### config.mk
export PLATFORM = sky130hd
export DESIGN_NAME = sram_port_arbiter
export DESIGN_NICKNAME = d
export VERILOG_FILES = /design/src/rtl/sram_port_arbiter.sv
export SDC_FILE = /design/constraint.sdc
export NUM_CORES = 1
export LEC_CHECK = 0
export CORE_AREA = 2 2 217 219
export DETAILED_ROUTE_END_ITERATION = 12
export DIE_AREA = 0 0 219 221
export GPL_TIMING_DRIVEN = 0
export PLACE_DENSITY_LB_ADDON = 0.12
export SLEW_MARGIN = 20
export SYNTH_ARGS = -nofsm -noshare
export SYNTH_HDL_FRONTEND = slang
export SYNTH_SLANG_ARGS = --single-unit
export TNS_END_PERCENT = 50
### constraint.sdc
create_clock -name clk_i -period 5.75 [get_ports clk_i]
set_clock_uncertainty 0.15 [all_clocks]
set_input_delay 0.575 -clock clk_i [delete_from_list [all_inputs] [get_ports clk_i]]
set_output_delay 0.575 -clock clk_i [all_outputs]
set_load 0.03 [all_outputs]
### src/rtl/sram_port_arbiter.sv
// Round-robin arbiter sharing one single-port SRAM bank between NUM_REQ requesters, with burst lock.
// Define SRAM_PORT_ARBITER_STAT_EN to add per-requester saturating access counters (stat_cnt_o, stat_clr_i).
module sram_port_arbiter #(
  parameter int NUM_REQ    = 4,
  parameter int ADDR_WIDTH = 9,
  parameter int DATA_WIDTH = 64,
  parameter int MAX_LOCK   = 16
) (
  input  logic                              clk_i,
  input  logic                              rst_n_i,
  input  logic [NUM_REQ-1:0]                req_valid_i,
  output logic [NUM_REQ-1:0]                req_ready_o,
  input  logic [NUM_REQ-1:0]                req_wen_i,
  input  logic [NUM_REQ-1:0]                req_lock_i,
  input  logic [NUM_REQ*ADDR_WIDTH-1:0]     req_addr_i,
  input  logic [NUM_REQ*DATA_WIDTH/8-1:0]   req_bm_i,
  input  logic [NUM_REQ*DATA_WIDTH-1:0]     req_wdata_i,
  output logic [NUM_REQ-1:0]                rsp_valid_o,
  output logic [DATA_WIDTH-1:0]             rsp_rdata_o,
  output logic                              ram_en_o,
  output logic                              ram_wen_o,
  output logic [DATA_WIDTH/8-1:0]           ram_bm_o,
  output logic [ADDR_WIDTH-1:0]             ram_addr_o,
  output logic [DATA_WIDTH-1:0]             ram_wdata_o,
  input  logic [DATA_WIDTH-1:0]             ram_rdata_i,
`ifdef SRAM_PORT_ARBITER_STAT_EN
  input  logic                              stat_clr_i,
  output logic [NUM_REQ*16-1:0]             stat_cnt_o,
`endif
  output logic [$clog2(NUM_REQ)-1:0]        grant_id_o
);

  localparam int ID_W = $clog2(NUM_REQ);
  localparam int BM_W = DATA_WIDTH / 8;

  localparam logic [ID_W-1:0] ID_MAX    = ID_W'(NUM_REQ - 1);
  localparam logic [ID_W:0]   NUM_REQ_W = (ID_W + 1)'(NUM_REQ);
  localparam logic [7:0]      LOCK_MAX  = 8'(MAX_LOCK);

  localparam logic [0:0] ST_ARB    = 1'b0;
  localparam logic [0:0] ST_LOCKED = 1'b1;

  logic [0:0]      state;
  logic [ID_W-1:0] rr_ptr;
  logic [ID_W-1:0] owner;
  logic [7:0]      lock_cnt;
  logic [7:0]      lock_nxt;
  logic [ID_W-1:0] winner;
  logic            grant;
  logic            rsp_pend;
  logic [ID_W-1:0] rsp_tag;

  function automatic logic [ID_W-1:0] next_ptr(input logic [ID_W-1:0] p);
    return (p == ID_MAX) ? '0 : p + 1'b1;
  endfunction

  // While locked only the owner may win; its idle cycles leave the bank idle.
  always_comb begin
    logic [ID_W:0] idx;
    // NOTE: every variable gets a default first so no path leaves it unassigned (no latch).
    winner = '0;
    grant  = 1'b0;
    idx    = '0;
    if (state == ST_LOCKED) begin
      winner = owner;
      grant  = req_valid_i[owner];
    end else begin
      for (int i = 0; i < NUM_REQ; i++) begin
        idx = {1'b0, rr_ptr} + (ID_W + 1)'(i);
        if (idx >= NUM_REQ_W) idx = idx - NUM_REQ_W;
        if (!grant && req_valid_i[idx[ID_W-1:0]]) begin
          grant  = 1'b1;
          winner = idx[ID_W-1:0];
        end
      end
    end
  end

  always_comb begin
    req_ready_o = '0;
    ram_en_o    = 1'b0;
    ram_wen_o   = 1'b0;
    ram_bm_o    = '0;
    ram_addr_o  = '0;
    ram_wdata_o = '0;
    grant_id_o  = '0;
    if (grant) begin
      req_ready_o[winner] = 1'b1;
      ram_en_o    = 1'b1;
      ram_wen_o   = req_wen_i[winner];
      ram_bm_o    = req_bm_i[int'(winner)*BM_W +: BM_W];
      ram_addr_o  = req_addr_i[int'(winner)*ADDR_WIDTH +: ADDR_WIDTH];
      ram_wdata_o = req_wdata_i[int'(winner)*DATA_WIDTH +: DATA_WIDTH];
      grant_id_o  = winner;
    end
  end

  assign lock_nxt = lock_cnt + 8'd1;

  always_ff @(posedge clk_i or negedge rst_n_i) begin
    if (!rst_n_i) begin
      // NOTE: sequential state uses non-blocking assignments so all flops update from pre-edge values.
      state    <= ST_ARB;
      rr_ptr   <= '0;
      owner    <= '0;
      lock_cnt <= '0;
    end else if (grant) begin
      if (state == ST_ARB) begin
        // A cap of one grant means a lock request would be released on entry.
        if (req_lock_i[winner] && (LOCK_MAX != 8'd1)) begin
          state    <= ST_LOCKED;
          owner    <= winner;
          lock_cnt <= 8'd1;
        end else begin
          rr_ptr <= next_ptr(winner);
        end
      end else begin
        if (!req_lock_i[owner] || (lock_nxt == LOCK_MAX)) begin
          state    <= ST_ARB;
          rr_ptr   <= next_ptr(owner);
          lock_cnt <= '0;
        end else begin
          lock_cnt <= lock_nxt;
        end
      end
    end
  end

  // Read data arrives one cycle after the grant; the tag follows it in order.
  always_ff @(posedge clk_i or negedge rst_n_i) begin
    if (!rst_n_i) begin
      rsp_pend <= 1'b0;
      rsp_tag  <= '0;
    end else begin
      rsp_pend <= grant && !ram_wen_o;
      if (grant) rsp_tag <= winner;
    end
  end

  always_comb begin
    rsp_valid_o = '0;
    rsp_rdata_o = '0;
    if (rsp_pend) begin
      rsp_valid_o[rsp_tag] = 1'b1;
      rsp_rdata_o          = ram_rdata_i;
    end
  end

`ifdef SRAM_PORT_ARBITER_STAT_EN
  logic [15:0] stat_cnt [NUM_REQ];

  always_ff @(posedge clk_i or negedge rst_n_i) begin
    if (!rst_n_i) begin
      for (int i = 0; i < NUM_REQ; i++) stat_cnt[i] <= '0;
    end else begin
      for (int i = 0; i < NUM_REQ; i++) begin
        if (stat_clr_i) begin
          stat_cnt[i] <= '0;
        end else if (req_ready_o[i] && (stat_cnt[i] != 16'hFFFF)) begin
          stat_cnt[i] <= stat_cnt[i] + 16'd1;
        end
      end
    end
  end

  always_comb begin
    stat_cnt_o = '0;
    for (int i = 0; i < NUM_REQ; i++) stat_cnt_o[i*16 +: 16] = stat_cnt[i];
  end
`endif

endmodule
==> impl_summary.txt <==
----------------------------------------------------
[Setup path]
  Category of cells accounting for the largest share of critical-path delay ... buffers and inverters
  Setup CP Type ... in -> out
  CP dominant cell by count ... sky130_fd_sc_hd__clkdlybuf4s50_1
  Worst Path Max Fanout ... 10
  Required time at the endpoint of the critical path ... 5.03 ns
  Type of element capturing the critical path ... primary output
  Critical Path, Cell by Cell ... clkdlybuf4s50_1 -> or2_1 -> o221ai_1 -> a221o_2 -> nand2_2 -> inv_2 -> buf_2 -> clkbuf_1 -> nand2_1 -> a311oi_1 -> clkdlybuf4s50_1
  Worst stage delay on the critical path ... 0.78 ns
  Startpoint kind of the worst setup timing path ... input port
  Slowest library cell on the worst path ... sky130_fd_sc_hd__clkdlybuf4s50_1
  WP data arrival ... 4.37 ns
  WP buf/inv ... 5

[Synth]
  Post-synth cell types ... 53
  Sequential fraction of the synthesis area ... 0.0875
  Number of enable-type register cells in the synthesized netlist ... 0
  Post-synthesis instance total ... 708
  Post-Synthesis Net Count ... 1116
  Post-synth top flop ... sky130_fd_sc_hd__dfrtp_1
  Number of register bits inferred by synthesis ... 16
  Syn Std Cell Area ... 4580 µm²
  Post-synthesis average cell area ... 6.47 µm²
  Count of yosys warnings during synthesis ... 0
  FFs w/ async S/R, synth ... 1.00

[Clock network]
  Cts bufs inserted ... 3
  Insertion delay to the later sink of the worst-skew pair ... 0.25 ns
  CTS H-tree depth ... 1
  Worst-path clk slew ... 0.05 ns
  Buffer type at the clock tree root ... sky130_fd_sc_hd__clkbuf_16
  CTS Sinks ... 16
  Deepest clock path buffer count ... 2
  Post-CTS Hold Fix Bufs ... 0
  TritonCTS clock tree ... yes
  Number of setup buffers added after CTS ... 0
  Resize count post-CTS ... 0

[Outcome]
  Run status ... completed

[Power and ir drop]
  Peak supply drop ... 267 µV
  Power density of the placed cells ... 560 nW/µm²
  Leakage power figure ... 4.09 nW

[Floorplanning]
  Row cnt ... 79
  Initial Utilization ... 0.0994
  Std-Cell Core Area ... 46100 µm²
  Die span in y ... 221 µm
  Die Span X ... 219 µm
  Floorplan die area ... 48400 µm²
  I/O pins ... 559

[Finish]
  Most frequent standard cell in the layout excluding fill and tap cells ... sky130_fd_sc_hd__clkdlybuf4s50_1
  Share of post-route cells with drive strength above 1 ... 0.0386
  Syn-to-layout area delta ... 141%
  Number of fill cells ... 5192
  Area taken by flip-flops and latches ... 400 µm²
  Count of nets after finishing ... 1679
  Total area of multi-input combinational cells ... 3730 µm²
  Diode insertion count for antenna repair ... 0
  Top library cells by usage in the layout, fill and taps aside ... sky130_fd_sc_hd__clkdlybuf4s50_1 (558), sky130_fd_sc_hd__nand2_1 (174), sky130_fd_sc_hd__and3_1 (85), sky130_fd_sc_hd__a211oi_1 (81), sky130_fd_sc_hd__a311oi_1 (81)

[GRT]
  First-pass GRT wire length ... 55300 µm
  Antenna violations before repair ... 0
  All-layer global routing usage ... 0.154
  Vias in the first global route ... 8115
  Pin count of the biggest net entering global routing ... 17
  Sum of overflow across all layers after global routing ... 0

[Placed design]
  RePlAce Congestion ... 0.844
  Half-perimeter wire length of the detailed placement result ... 33600 µm
  PortBufs ... 558
  Place WS ... 0.529 ns

[Detailed routing]
  Drt via density ... 4.17
  WL per Instance ... 21.2 µm
  Routed Wire Length ... 39900 µm
  DR vias ... 7819
  Antenna-violating nets left ... 0
  Iteration-0 DRC count of the detailed router ... 254
  First-pass DRT Iterations ... 4
  Residual DRC ... 0

[Timing]
  Peak clock frequency supported by timing ... 196 MHz
  Final WS setup ... 0.655 ns
  Setup violation total in the final timing report ... 0
  Final hold violation count ... 0
  Fin. max-slew vios ... 0
  Measured slew at the worst slew-check pin ... 0.899 ns
  Crit path time final ... 5.10 ns
  Unrepaired setup endpoints after global routing ... false
  Setup TNS ... 0 ns
  Final worst-path cycle share ... 0.886
  Relative slew margins ... 0.400

[Flow run]
  Max-cap violations ... 0

[Worst hold path]
  Hold WC Path Type ... reg -> reg

----------------------------------------------------
[layer usage]
metal,vias up,track usage,share of wire
li1,3770,-,-
met1,3653,0.156,0.36
met2,377,0.320,0.55
met3,19,0.0362,0.078
met4,0,0.0166,0.0091
met5,-,0,0
[worst paths after layout]
path,endpoint,start,cells past startpoint,slack (ns)
worst min register to register,lock_cnt[7],lock_cnt[7],1,0.40
worst min-delay path,lock_cnt[7],lock_cnt[7],1,0.40
worst max-delay path,ram_wdata_o[28],req_valid_i[3],11,0.65
min in group asynchronous,rsp_tag[0],rst_n_i,1,0.66
max in group asynchronous,rsp_pend,rst_n_i,1,4.25
worst max register to register,rr_ptr[1],rr_ptr[1],9,2.19
[Yosys cell counts (all sizes together), types with 2 or more instances]
cell	number	share of area
o211ai	3	0.0049
dfrtp	16	0.087
clkbuf	49	0.040
o21ai	7	0.0077
and3	85	0.12
nor2	17	0.014
nand3	12	0.013
o211a	2	0.0044
a31oi	3	0.0041
o31ai	3	0.0049
a21oi	10	0.011
inv	11	0.0090
mux2i	3	0.0066
a311oi	81	0.15
ha	6	0.016
mux4	2	0.0098
buf	33	0.048
xnor2	3	0.0057
a211oi	81	0.13
a21o	2	0.0033
a41oi	2	0.0038
nand4	3	0.0041
nor3b	2	0.0033
and2	70	0.096
nor3	2	0.0022
nand2	175	0.14
mux2	4	0.0098
[registers in the layout, summed over array words and instances, names as in the netlist]
register  count
owner         2
lock_cnt      8
rr_ptr        2
rsp_pend      1
state         1
rsp_tag       2
[where the power goes]
group | switching, mW | leakage, nW | internal, mW
clock network | 0.0501 | 0.0442 | 0.106
logic | 3.62 | 3.84 | 2.18
registers | 0.0574 | 0.202 | 0.153
[final cells by class]
| type | count | area share |
|---|---|---|
| Multi-Input combinational cell | 598 | 0.339 |
| Sequential cell | 16 | 0.0364 |
| Tap cell | 607 | 0.0690 |
| Timing Repair Buffer | 558 | 0.507 |
| Clock buffer | 4 | 0.00807 |
| Inverter | 12 | 0.00409 |
| Buffer | 82 | 0.0365 |
[metrics by stage]
| step | cells | instance area, µm² | power, mW | util | hold slack (ns) |
|---|---|---|---|---|---|
| 4_1_cts | 1877 | 11000 | 6.29 | 0.239 | 0.411 |
| 5_1_grt | 1877 | 11000 | 6.61 | 0.239 | 0.429 |
| 3_5_place_dp | 1873 | 10900 | 6.10 | 0.237 | 0.398 |
| 3_3_place_gp | 1873 | 10900 | 6.17 | 0.237 | 0.393 |
| 6_report | 1877 | 11000 | 6.17 | 0.239 | 0.404 |
| 2_1_floorplan | 708 | 4580 | 3.51 | - | 0.129 |
[kinds of logic after synthesis]
| kind of cell | Yosys count | synth area share |
|---|---|---|
| AO/OA/AOI/OAI | 205 | 0.354 |
| XOR/XNOR | 3 | 0.00574 |
| adder cells (fa/ha/maj) | 6 | 0.0164 |
| buffers and inverters | 94 | 0.0976 |
| flip-flops | 16 | 0.0875 |
| multiplexers | 9 | 0.0262 |
| AND/OR/NAND/NOR | 375 | 0.413 |
(Power assumes the default switching activity.)
